### src/rtl/scp_boot_loader.sv
// scp_boot_loader: receives a length-prefixed, XOR-checksummed program as a
// byte stream, writes it big-endian into instruction memory from word 0 and
// releases the processor reset once the checksum has been accepted.
module scp_boot_loader #(
  parameter int ADDR_WIDTH = 8,
  parameter int RST_HOLD   = 2
) (
  input  logic                  clk,
  input  logic                  reset,
  input  logic [7:0]            in_data,
  input  logic                  in_valid,
  output logic                  in_ready,
  output logic                  imem_we,
  output logic [ADDR_WIDTH-1:0] imem_addr,
  output logic [31:0]           imem_wdata,
  output logic                  cpu_reset,
  output logic                  boot_done,
  output logic                  error
);

  typedef enum logic [2:0] {
    ST_LEN_HI,
    ST_LEN_LO,
    ST_DATA,
    ST_CHECK,
    ST_HOLD,
    ST_RUN,
    ST_ERROR
  } state_t;

  state_t state, next_state;

  logic [15:0]         len;
  logic [1:0]          byte_cnt;
  logic [23:0]         word_sr;
  logic [ADDR_WIDTH:0] word_idx;
  logic [7:0]          xor_acc;
  logic [3:0]          hold_cnt;

  logic        accept;
  logic [31:0] len_new;
  logic [31:0] max_words;
  logic        last_word;

  assign accept    = in_valid && in_ready;
  assign len_new   = {16'd0, len[15:8], in_data};
  assign max_words = 32'd1 << ADDR_WIDTH;
  assign last_word = (32'(word_idx) + 32'd1) == {16'd0, len};

  // State register; reset returns to waiting for the length high byte.
  always_ff @(posedge clk) begin
    if (reset) state <= ST_LEN_HI;
    else       state <= next_state;
  end

  // Next-state logic driven by accepted bytes and the hold countdown.
  always_comb begin
    next_state = state;
    case (state)
      ST_LEN_HI: if (accept) next_state = ST_LEN_LO;
      ST_LEN_LO: begin
        if (accept) begin
          if (len_new > max_words)  next_state = ST_ERROR;
          else if (len_new == 32'd0) next_state = ST_CHECK;
          else                       next_state = ST_DATA;
        end
      end
      ST_DATA:  if (accept && byte_cnt == 2'd3 && last_word) next_state = ST_CHECK;
      ST_CHECK: begin
        if (accept) begin
          if (in_data == xor_acc) next_state = ST_HOLD;
          else                    next_state = ST_ERROR;
        end
      end
      ST_HOLD:  if (hold_cnt <= 4'd1) next_state = ST_RUN;
      ST_RUN:   next_state = ST_RUN;
      ST_ERROR: next_state = ST_ERROR;
      default:  next_state = ST_ERROR;
    endcase
  end

  // Status outputs decoded directly from the current state.
  always_comb begin
    in_ready  = (state == ST_LEN_HI) || (state == ST_LEN_LO) ||
                (state == ST_DATA)   || (state == ST_CHECK);
    cpu_reset = (state != ST_RUN);
    boot_done = (state == ST_RUN);
    error     = (state == ST_ERROR);
  end

  // Datapath: length capture, running XOR, word assembly, memory write and
  // the reset-hold countdown. The write strobe is a single-cycle pulse while
  // address and data stay put until the next word completes.
  always_ff @(posedge clk) begin
    if (reset) begin
      len        <= '0;
      byte_cnt   <= '0;
      word_sr    <= '0;
      word_idx   <= '0;
      xor_acc    <= '0;
      hold_cnt   <= '0;
      imem_we    <= 1'b0;
      imem_addr  <= '0;
      imem_wdata <= '0;
    end else begin
      imem_we <= 1'b0;
      case (state)
        ST_LEN_HI: begin
          if (accept) begin
            len[15:8] <= in_data;
            xor_acc   <= xor_acc ^ in_data;
          end
        end
        ST_LEN_LO: begin
          if (accept) begin
            len[7:0] <= in_data;
            xor_acc  <= xor_acc ^ in_data;
          end
        end
        ST_DATA: begin
          if (accept) begin
            xor_acc  <= xor_acc ^ in_data;
            byte_cnt <= byte_cnt + 2'd1;
            word_sr  <= {word_sr[15:0], in_data};
            if (byte_cnt == 2'd3) begin
              imem_we    <= 1'b1;
              imem_addr  <= word_idx[ADDR_WIDTH-1:0];
              imem_wdata <= {word_sr, in_data};
              word_idx   <= word_idx + 1'b1;
            end
          end
        end
        ST_CHECK: begin
          if (accept && in_data == xor_acc) hold_cnt <= 4'(RST_HOLD);
        end
        ST_HOLD: hold_cnt <= hold_cnt - 4'd1;
        default: ;
      endcase
    end
  end

endmodule

### config.mk
export PLATFORM = sky130hd
export DESIGN_NAME = scp_boot_loader
export DESIGN_NICKNAME = d
export VERILOG_FILES = /design/src/rtl/scp_boot_loader.sv
export SDC_FILE = /design/constraint.sdc
export NUM_CORES = 1
export LEC_CHECK = 0
export ABC_AREA = 0
export CORE_ASPECT_RATIO = 0.6
export CORE_MARGIN = 10
export CORE_UTILIZATION = 40
export DETAILED_ROUTE_END_ITERATION = 10
export MAX_ROUTING_LAYER = met4
export PLACE_DENSITY = 0.69
export SYNTH_ARGS = -nofsm -noshare
export SYNTH_HDL_FRONTEND = slang
export SYNTH_SLANG_ARGS = --single-unit
### constraint.sdc
create_clock -name clk -period 4.05 [get_ports clk]
set_clock_uncertainty 0.15 [all_clocks]
set_input_delay 0.405 -clock clk [delete_from_list [all_inputs] [get_ports clk]]
set_output_delay 0.405 -clock clk [all_outputs]
set_load 0.03 [all_outputs]
### Word level (Yosys, flattened, before mapping)

Cells that the tools add are included.

| operators by class | value |
|---|---|
| eq/ne operators | 16 |
| add/subtract/negate cells | 4 |
| $lt $le $gt $ge | 2 |
| mux-type cells | 12 |
| bitwise operators | 3 |
| reductions and logical operators | 19 |

Operator list:

| cell | count |
|---|---|
| zero test 32 bit | 1 |
| two-way mux 3 bit | 6 |
| case mux 3 bit (6 select lines) | 1 |
| equality test 10 x 16 -> 1 bit | 1 |
| > comparator 16 x 9 -> 1 bit (second input constant) | 1 |
| adder 9 x 1 -> 10 bit (second input constant) | 1 |
| inequality test 2 bit (second input constant) | 5 |
| AND reduction 2 bit | 5 |
| adder 9 x 1 -> 9 bit (second input constant) | 1 |
| equality test 3 bit (second input constant) | 3 |
| equality test 8 bit | 1 |
| case mux 4 bit (2 select lines) | 1 |
| bitwise XOR 8 bit | 1 |
| equality test 3 x 2 -> 1 bit (second input constant) | 2 |
| OR reduction 3 bit | 2 |
| AND reduction 5 bit | 1 |
| less-or-equal comparator 4 x 1 -> 1 bit (second input constant) | 1 |
| logical AND 1 bit | 4 |
| two-way mux 4 bit | 1 |
| subtractor 4 x 1 -> 4 bit (second input constant) | 1 |
| equality test 3 x 1 -> 1 bit (second input constant) | 1 |
| zero test 3 bit | 1 |
| logical OR 1 bit | 3 |
| inequality test 3 bit (second input constant) | 1 |
| other kinds (8) | 10 |

| word-level totals | value |
|---|---|
| bits in registers | 107 |

### Logic depth before layout (Yosys ltp)

Gate-level depths: netlist of the first run.

| depth | value |
|---|---|
| word-level depth | 9 |
| depth in mapped cells | 8 |

### Least setup slack after synthesis of the first run

Ideal clock, no wire load.

| path | value |
|---|---|
| path kind | flip-flop to flip-flop |
| start point | register word_idx[0] |
| end point | register state[0] |
| data arrival time | 1.847 ns |
| period minus slack after synthesis | 2.076 ns |
| path slack | 1.974 ns |
| cell stages (with the launch flop) | 8 |
| setup time | 0.079 ns |
| path through | dfxtp_1 ha_1 xnor2_1 nand3_1 or4_4 nor4_4 a211oi_1 a211oi_2 |

| on the way | value |
|---|---|
| longest elaborated chain between the ends | 5 |

Ends and longest elaborated chain:

| what | RTL line | source |
|---|---|---|
| from (decl) | 36 | `logic [ADDR_WIDTH:0] word_idx;` |
| from (signal assigned) | 129 | `word_idx <= word_idx + 1'b1;` |
| adder 9 x 1 -> 10 bit | 48 | `assign last_word = (32'(word_idx) + 32'd1) == {16'd0, len};` |
| equality test 10 x 16 -> 1 bit | 48 |  |
| logical AND 1 bit | 68 | `ST_DATA: if (accept && byte_cnt == 2'd3 && last_word) next_state = ST_CHECK;` |
| inequality test 2 bit (no line) | n/a |  |
| AND reduction 5 bit (no line) | n/a |  |
| to (signal assigned) | 53 | `else state <= next_state;` |
| to (decl) | 31 | `state_t state, next_state;` |

No other way between the ends.
A chain may end at the register's enable or synchronous reset.

### Worst setup path in the final report of the first run

| path | value |
|---|---|
| start point | input port in_valid |
| end point | register imem_wdata[23] |

| on the way | value |
|---|---|
| longest elaborated chain between the ends | 2 |

Ends and longest elaborated chain:

| what | RTL line | source |
|---|---|---|
| from (decl) | 11 | `input logic in_valid,` |
| logical AND 1 bit | 45 | `assign accept = in_valid && in_ready;` |
| AND reduction 3 bit (no line) | n/a |  |
| to (signal assigned) | 128 | `imem_wdata <= {word_sr, in_data};` |
| to (decl) | 15 | `output logic [31:0] imem_wdata,` |

No other way between the ends.

==> results.txt, run 1 <==
The run finished with clean final reports. dfxtp_1 takes more of the synthesized area than any other cell. In the routed layout, each cell is associated on average with a via count of 5.06. Setup repair after global routing left no endpoint under its margin. The design draws 2.13 mW. The synthesized flop and latch total is 107. The synthesized instance count is 558. The area growth from synthesis to final layout came out at 19.2%. The share of the core filled with cells in the final layout came out at 0.494.

Counting the fill cells in the layout gives 1036. The mapped cell area is 4430 sq um. The clock sink total is 107. Buffers added to address setup during post-CTS repair amount to 0. Static timing analysis puts the maximum clock frequency at 367 MHz. The total area of multi-input combinational cells is 2100 sq um. The smallest setup slack after layout came out at 1.33 ns. The category of the worst setup path launch point is a primary input. The number of warnings printed during yosys synthesis came out at 0. The placed cell count is 714. The share of total power dissipated in sequential elements is 0.522. The wire length per cell after detailed routing came out at 15.0 um. The final number of max-transition violations came out at 0. The number of failing hold endpoints at the final stage came out at 0. The slowest cell on the critical path is clkdlybuf4s50_1. Detailed routing placed a total of 4530 um of wire on met2.

Of the total power, combinational logic draws 0.084. Sorting the synthesized cells by area gives the leading types as dfxtp_1 48%, nand2_1 16%, a21oi_1 10%, xnor2_1 4.2%, xor2_1 2.6%. VDD sags by at most 0.000218 V. The detailed placement HPWL is 7480 um. The total routing usage reported by global routing is 0.144. In the final layout, the share of cells above drive strength 1 is 0.0525.

STA puts the critical path data arrival time at 2.85 ns. The number of buffers added to fix hold violations after cts came out at 0. The placeable core area is 10700 sq um. After detailed routing, the met3 layer carries 745 um of wire.

The buffer levels on the longest clock path came out at 2. The total die area came out at 15800 sq um. The placed instances occupy a cell area of 5000 sq um. The total of max-cap violations came out at 0.

The number of antenna violations at the first check in global routing came to 0. The CTS tree is built. Traced cell by cell, the critical path runs through clkdlybuf4s50_1 > nand2b_4 > nor3b_4 > and2_1 > buf_4 > nand2_1 > a21oi_1. The maximum fanout encountered on the critical timing path came out at 32. The count of final setup violators is 0. The die extent in x came out at 156 um. After the first detailed-routing iteration, the DRC count stood at 264. The flip-flop and latch area came out at 2140 sq um. The count of placed standard cells in the final layout, fillers left out came out at 730.

The top-area cell type share of the netlist area is 0.483. The final critical delay including setup and external delays came out at 2.72 ns. The switching power as a share of total power came out at 0.260. The H-tree was split into 3 levels. The unique cell type count in the Yosys netlist came out at 46. The number of clock buffers inserted by TritonCTS came out at 9. In this run, synthesis inferred 0 flip-flops with an integrated enable. Adding up every negative setup slack in the final design gives 0 ns. The global-route wire length before repair is 18100 um. The relative contribution of the clock network to total power came out at 0.393. The floorplan has 29 rows. The mean area per synthesized cell is 7.94 sq um. The number of cells traversed by the worst register-to-register path is 5. The number of input and output port buffers inserted is 55. The critical path is of the primary input to flop type. For this design the ratio of total power to cell area is 404 nW/um^2. Summed over all cells, the static leakage comes to 1.77 nW. The number of nets in the synthesized netlist is 573. The routed wire length came out at 10900 um. The cell sitting at the root of the clock tree is a clkbuf_16. The type of destination of the critical path is a flop.

In the synthesized netlist the dominant register cell turns out to be dfxtp_1. The fraction of synthesis flops using an asynchronous set or reset pin came out at 0. With fillers left out, the area of the finished cells amounts to 5280 sq um. The post-cts sizing count is 0. The share of the Yosys chip area taken by registers is 0.483.

The post-detailed-route count of antenna-violating nets is 0. The iteration count of the initial detailed-routing pass came out at 4. The tightest min-delay check is of the flop to flop type.

Clock-pin slew was measured on the worst setup and hold paths at 0.07 ns. The maximum cell stage delay along the critical path is 0.57 ns. By count the netlist is led by 185 x nand2_1, 107 x dfxtp_1, 89 x a21oi_1. The internal power component is 1.58 mW. The number of top-level pins is 56. Timing analysis after detailed placement gives a worst setup slack of 0.986 ns. nand2_1 is the most common cell in the netlist.

The routability congestion estimate is 0.804. The via count of the first global-routing pass is 3626. For the worst-skew pair, the clock arrives at the later sink with an insertion delay of 0.35 ns. The chip height came out at 102 um. The largest net degree at the start of global routing is 108. The number of stages on the worst hold path came out at 2. The detailed router placed 3693 vias in this run. The total inserted antenna cells is 0. The required time at the endpoint of the critical path is 4.17 ns. The number of nets at the end of the flow came out at 601. The remaining design rule violation count came out at 0. The worst-margin pin slew is 1.09 ns. The highest metal layer with signal wires is met4.

The worst hold slack is 0.302 ns. The net switching component of the power is 0.554 mW. The routed length on met1 is 5590 um. The residual overflow from global routing came out at 0. The effective utilization at floorplan is 0.414. The part of the cycle the worst path needs is 0.673. The relative max-transition margin came out at 0.270.
[cells by family (layout without fill, tap and decap cells)]
group / count (synthesis) / after routing / share of synthesized area
flops: 107 / 107 / 0.483
compound gates: 106 / 106 / 0.129
simple gates: 262 / 262 / 0.266
fa+ha+maj: 4 / 4 / 0.0113
xor+xnor: 34 / 34 / 0.0672
buf+inv: 45 / 78 / 0.0432
[final timing paths]
kind / to / slack (ns) / startpoint
setup / recovery: imem_wdata[23]$_SDFFE_PP0P_ / 1.33 / in_valid
hold / removal: imem_wdata[24]$_SDFFE_PP0P_ / 0.30 / word_sr[16]$_SDFFE_PP0P_
setup reg to reg: imem_wdata[23]$_SDFFE_PP0P_ / 1.40 / state[1]$_SDFFE_PP0P_
hold reg to reg: imem_wdata[24]$_SDFFE_PP0P_ / 0.30 / word_sr[16]$_SDFFE_PP0P_
[area by class of cell]
cell class / instances / share of cell area
multi-input cells: 406 / 0.397
clock inverters: 7 / 0.0111
well taps: 139 / 0.0329
inverters: 4 / 0.00284
clock buffers: 9 / 0.0426
flip-flops and latches: 107 / 0.405
repair buffers: 58 / 0.108
[critical path, delay by kind of cell]
family / cells / cell delay (ns)
AO/OA/AOI/OAI: 1 / 0.13
buffers and inverters: 2 / 0.98
AND/OR/NAND/NOR: 4 / 1.31
[placed cells by master, fill, tap and decap left out, types with 4 or more instances in the layout]
cell type and n:
buf_4 4, ha_1 4, nor2_1 22, inv_1 4
clkbuf_16 9, o21ai_0 4, xnor2_1 21, a21oi_1 89
nor2b_1 4, clkdlybuf4s50_1 54, nand3_1 7, xor2_1 13
dfxtp_1 107, nor4_1 6, nor3_1 12, nand2_1 185
[layer usage]
layer | vias to the layer above | track usage
li1 | 1883 | -
met1 | 1708 | 0.196
met2 | 97 | 0.199
met3 | 5 | 0.0470
met4 | 0 | 0.0361
met5 | - | -
[state kept, by name, indices dropped and copies added (netlist names)]
register    flops
byte_cnt        2
hold_cnt        4
imem_addr       8
imem_wdata     32
imem_we         1
len            16
state           3
word_idx        9
word_sr        24
xor_acc         8
[power by group through the flow]
stage / registers [mW] / logic, mW / clock network (mW)
2_1_floorplan: 1.12 / 0.147 / 0
3_3_place_gp: 1.14 / 0.172 / 0
3_5_place_dp: 1.14 / 0.177 / 0
4_1_cts: 1.11 / 0.179 / 0.858
5_1_grt: 1.12 / 0.201 / 0.903
6_report: 1.11 / 0.179 / 0.839
Note: power is estimated with default switching activity, not from simulation.
==> run 2: changes to the inputs <==
==> constraint.sdc (replaced) <==
create_clock -name clk -period 2.7 [get_ports clk]
set_clock_uncertainty 0.15 [all_clocks]
set_input_delay 0.27 -clock clk [delete_from_list [all_inputs] [get_ports clk]]
set_output_delay 0.27 -clock clk [all_outputs]
set_load 0.03 [all_outputs]
==> results.txt, run 2 (synthesis results as in run 1) <==
The first TritonRoute pass finished after 5 iterations. The total area inside the core boundary comes to 10700 sq um. The flow ran to the end, and the final reports show no timing, DRC or antenna violations. The total chip power is 3.23 mW. The number of inserted filler cells in the final layout is 1007. The category of the worst setup path launch point is a flop.

The count of placed standard cells in the final layout, fillers left out came out at 744. Entering global routing, the biggest net connects 67 pins. The worst-margin pin slew came out at 0.876 ns.

Dividing the detail-routed via count by the number of cells gives 5.10. Summing all multi-input logic gate instances after layout gives 2100 sq um. The buffer levels on the longest clock path came out at 2. Leaving out fill and tap cells, the most frequent cells in the layout are 185 x nand2_1, 107 x dfxtp_1, 89 x a21oi_1.

The setup path with the least slack is of type flop to primary output. Setup violations remaining at the end of the flow were counted as 0. For the worst setup path, the data arrival time is 1.94 ns. The number of top-level pins is 56. The total power per unit cell area came out at 597 nW/um^2. The peak clock frequency supported by timing is 424 MHz. The remaining design rule violation count is 0.

In this run the most critical hold path is launched from reset. The wire length per cell after detailed routing is 14.6 um. The post-detailed-route count of antenna-violating nets is 0. The total via count in the routed design came out at 3795.

The worst hold slack is 0.209 ns. The routed wire length is 10900 um. The slowest cell on the critical path is clkdlybuf4s50_1. The static power due to leakage is 1.85 nW.

The required time at the endpoint of the critical path came out at 2.28 ns. The final number of max-transition violations came out at 0. The final non-filler cell area is 5410 sq um. After detailed placement, the design holds a cell count of 729. The number of failing hold endpoints at the final stage came to 0. imem_wdata holds more flip-flops than any other register.

The die extent in x is 156 um. The first global-routing pass estimated 18100 um of wire. The first routing iteration left 234 violations.

The start point of the critical path is state[1]$_SDFFE_PP0P_. TritonCTS built the clock tree. The effective utilization at floorplan is 0.414. The via count of the first global-routing pass came out at 3645. The smallest setup slack after layout is 0.339 ns. The number of buffers inserted by post-CTS setup repair is 0. CTS placed an instance of clkbuf_16 at the clock tree root.

Walking the worst path, the cells encountered are nand2_1 > nor2_1 > clkdlybuf4s50_1. The path category of the worst min-delay check is primary input to flop. The flip-flop count of the largest register after layout came out at 32. The worst setup path is captured at a primary output. Summed over all nets, the half-perimeter wirelength after detailed placement is 7540 um. The final critical delay including setup and external delays came out at 2.36 ns. The part of the cycle the worst path needs is 0.874.

The setup total negative slack came out at 0 ns. The ratio of cells with drive above 1 in the final layout is 0.0744. The number of input and output port buffers inserted is 55. The flip-flop and latch area came out at 2140 sq um.

The worst pin sits at a relative slew slack of 0.412. The maximum resistive drop on vdd is 0.000376 V. In this run the critical register-to-register path is launched from word_idx[1]$_SDFFE_PP0P_. The worst setup timing slack at the placement stage is 0.304 ns. The number of clock buffers inserted by TritonCTS came out at 9. The number of buffers added to fix hold violations after cts came out at 0. The clock sink total came out at 107. The residual overflow from global routing came out at 0. In this run, post-CTS repair resized a total of 0 instances. The number of antenna violations at the first check in global routing came out at 0. Setup repair after global routing left no endpoint under its margin. The total inserted antenna cells came out at 0. The area growth from synthesis to final layout is 22.0%.

Leaving out fill and tap cells, the most frequent cell in the layout is nand2_1. The routability congestion estimate came out at 0.835. The total die area is 15800 sq um. The cell area after placement came out at 5120 sq um.

At the end of the flow, the number of nets in the layout was 616. In this run the worst path has a maximum fanout of 13. The floorplan has 29 rows.

The H-tree depth came out at 3. The tool flagged a number of max-cap violations equal to 0. The largest registers in the layout are imem_wdata x32, word_sr x24, len x16. The maximum cell stage delay along the critical path is 0.70 ns.

The total routing usage reported by global routing came out at 0.145. The clock slew seen by the registers of the worst setup and hold paths came out at 0.07 ns. The share of the core filled with cells in the final layout is 0.505.

The floorplan step set the die height to 102 um. The clock insertion delay at the later pin of the skew report is 0.35 ns.
-- run 2: cell count changes in the layout (fill, tap and decap cells not counted) --
cell / change
buf_4: +14
clkinv_2: -2
inv_6: +2
inv_8: -2
buf_12: +1
clkbuf_8: +1
-- run 2: final timing paths --
path                                 endpoint  slack (ns)  cells past startpoint
hold reg to reg   imem_wdata[29]$_SDFFE_PP0P_        0.30                      2
hold / removal       hold_cnt[0]$_SDFFE_PP0P_        0.21                      2
setup reg to reg        state[0]$_SDFFE_PP0P_        0.43                      7
setup / recovery                        error        0.34                      3
-- run 2: cell type report --
class / count / share of cell area
clock buffer: 10 / 0.0442
clock inverter: 5 / 0.00810
inverter: 4 / 0.00278
multi-input combinational: 406 / 0.388
sequential: 107 / 0.396
tap: 139 / 0.0322
timing repair buffer: 73 / 0.129
-- run 2: metal layers --
metal	routed length (um)	global-route usage
met3	838	0.0525
met1	5410	0.194
met5	0	-
met4	90	0.0325
met2	4550	0.202
-- run 2: power by group --
group	internal, mW	switching, mW
registers	1.62	0.0425
logic	0.123	0.174
clock network	0.659	0.606
total	2.40	0.823
-- run 2: critical path: cells and delay by family (launching register included) --
| kind | cells | cell delay [ns] |
|---|---|---|
| buffers and inverters | 1 | 0.70 |
| AND/OR/NAND/NOR | 2 | 0.29 |
| flip-flops | 1 | 0.60 |
==> run 3: changes to the inputs <==
--- a/config.mk
+++ b/config.mk
@@ -6,7 +6,7 @@
 export NUM_CORES = 1
 export LEC_CHECK = 0
 export ABC_AREA = 0
-export CORE_ASPECT_RATIO = 0.6
+export CORE_ASPECT_RATIO = 1.2
 export CORE_MARGIN = 10
 export CORE_UTILIZATION = 40
 export DETAILED_ROUTE_END_ITERATION = 10
==> results.txt, run 3 (synthesis results as in run 1) <==
The worst-margin pin slew came out at 0.743 ns. The number of buffers inserted by post-CTS setup repair is 0. The maximum fanout encountered on the critical timing path is 13. The count of placed standard cells in the final layout, fillers left out is 740. Setup repair after global routing left no endpoint under its margin. Entering global routing, the biggest net connects 66 pins. The number of vias per cell came out at 5.09. The number of buffer and inverter instances along the worst setup path came out at 2. The number of top-level pins came out at 56. The number of input and output port buffers inserted came out at 55.

The endpoint identified for the worst register-to-register timing path is state[0]$_SDFFE_PP0P_. The total routing usage reported by global routing is 0.143. In this run the horizontal extent of the chip is 116 um. STA classifies the critical path endpoint as a primary output. The critical path goes through nor2b_1 > nand2_1 > inv_1 > clkdlybuf4s50_1. The remaining design rule violation count is 0. The static power due to leakage is 1.87 nW. The most frequent standard cell in the layout excluding fill and tap cells is nand2_1. Including well taps, the total number of placed cells is 724.

The ratio of cells with drive above 1 in the final layout is 0.0773. The effective utilization at floorplan came out at 0.405. The number of failing hold endpoints at the final stage came out at 0.

The total of max-cap violations came out at 0. Tracing the worst setup path back leads to its startpoint at state[1]$_SDFFE_PP0P_. The flip-flop count of the largest register after layout is 32. The later pin in the worst-skew pair is clocked with a latency of 0.35 ns. Counting I/O delays and the setup requirement, the final critical path takes 2.31 ns. The post-detailed-route count of antenna-violating nets came out at 0.

The design draws 3.29 mW. The residual overflow from global routing is 0. The critical path's top delay family is buffers and inverters. At the end of routability-driven placement, the weighted congestion stood at 0.808.

The path category of the worst min-delay check is primary input to flop. The total die area is 15700 sq um. At the end of the flow the core is filled with cells to 0.497. STA classifies the critical path startpoint as a flop.

The post-cts sizing count came out at 0. The slowest stage of the critical path belongs to the cell clkdlybuf4s50_1. The setup total negative slack is 0 ns. The register-to-register setup slack is 0.47 ns. At the worst endpoint, the required time is 2.28 ns. The flip-flop and latch area came out at 2140 sq um. The library cells used most frequently in the layout, excluding fill and tap cells, are 185 x nand2_1, 107 x dfxtp_1, 89 x a21oi_1.

The total inserted antenna cells came out at 0. TritonCTS built the clock tree. The cell sitting at the root of the clock tree is a clkbuf_16. The wire length per cell after detailed routing came out at 14.2 um. The worst hold path was traced through 2 stages. Static timing analysis puts the maximum clock frequency at 433 MHz.

The HPWL after detailed placement is 7470 um. The final layout contains routed wiring with a total length of 10500 um. The total power per unit cell area is 606 nW/um^2. The number of antenna violations at the first check in global routing is 0. The count of final setup violators came out at 0. The startpoint of the worst-slack reg-to-reg timing path is word_idx[1]$_SDFFE_PP0P_. The first detailed-routing pass ran for 6 iterations. The count of routing violations after the opening detailed-route iteration came out at 201. The via count of the first global-routing pass is 3692. The global-route wire length before repair is 17800 um. The maximum resistive drop on vdd is 0.000333 V. In the final layout, the multi-input gates occupy 2100 sq um. The part of the cycle the worst path needs is 0.856. The relative max-transition margin came out at 0.501. The number of clock buffers inserted by TritonCTS is 9. The capture point of the critical path is boot_done. The floorplan step set the die height to 135 um. The number of nets at the end of the flow came out at 618. The number of cells traversed by the worst register-to-register path is 7. The arrival time of the worst setup path came out at 1.89 ns.

The final number of max-transition violations was 0. In this run the standard cell core region covers 10900 sq um. The largest registers in the layout are imem_wdata x32, word_sr x24, len x16. The buffer levels on the longest clock path came out at 2.

From synthesis to final layout, the design area changed by 22.6%. The number of cell rows is 42. The startpoint identified for the worst hold timing path is reset. The clock sink total is 107.

For this design, the CTS-stage hold fixing added 0 buffers. The critical path depth is 4. The critical path in this run is classified as flop to primary output.

The flow ran to the end, and the final reports show no timing, DRC or antenna violations. The clock slew seen by the registers of the worst setup and hold paths came out at 0.07 ns. The maximum cell stage delay along the critical path is 0.66 ns.

imem_wdata holds more flip-flops than any other register. The total via count in the routed design came out at 3765. The filler cells instantiated in the layout total 1057. The H-tree depth is 3.
run 3: layer usage:
metal / routed length, um / global-route usage / vias up
met2: 5570 / 0.240 / 46
li1: - / - / 1927
met1: 4610 / 0.165 / 1780
met5: 0 / - / -
met3: 194 / 0.0332 / 12
met4: 167 / 0.0460 / 0
run 3: area by class of cell:
cell class	instances	share of cell area
Multi-Input combinational cell	406	0.386
Clock buffer	10	0.0422
Tap cell	132	0.0304
Inverter	4	0.00276
Clock inverter	6	0.0131
Timing Repair Buffer	75	0.131
Sequential cell	107	0.394
run 3: worst min-delay path by stage:
stage / endpoint / slack [ns]
2_1_floorplan: imem_wdata[26]$_SDFFE_PP0P_ / 0.28
6_report: word_idx[6]$_SDFFE_PP0P_ / 0.28
5_1_grt: word_idx[6]$_SDFFE_PP0P_ / 0.31
3_3_place_gp: imem_wdata[4]$_SDFFE_PP0P_ / 0.29
4_1_cts: word_idx[6]$_SDFFE_PP0P_ / 0.28
3_5_place_dp: word_sr[17]$_SDFFE_PP0P_ / 0.30
run 3: stage by stage:
step | worst slack, ns | cell area, sq um | hold slack, ns
after floorplan | 0.624 | 4430 | 0.282
after global placement | 0.359 | 5130 | 0.293
after detailed placement | 0.313 | 5130 | 0.298
after CTS | 0.353 | 5430 | 0.277
after global routing | 0.225 | 5430 | 0.306
final | 0.390 | 5430 | 0.284
run 3: where the power goes:
part	switching [mW]	internal, mW	total (mW)
registers	0.0406	1.62	1.66
clock network	0.599	0.731	1.33
logic	0.176	0.123	0.299
total	0.816	2.47	3.29
run 3: worst register-to-register path: cells and delay by family (launching register included):
| family | cells | cell delay, ns |
|---|---|---|
| simple gates | 4 | 0.88 |
| fa+ha+maj | 1 | 0.27 |
| flops | 1 | 0.40 |
| compound gates | 2 | 0.38 |
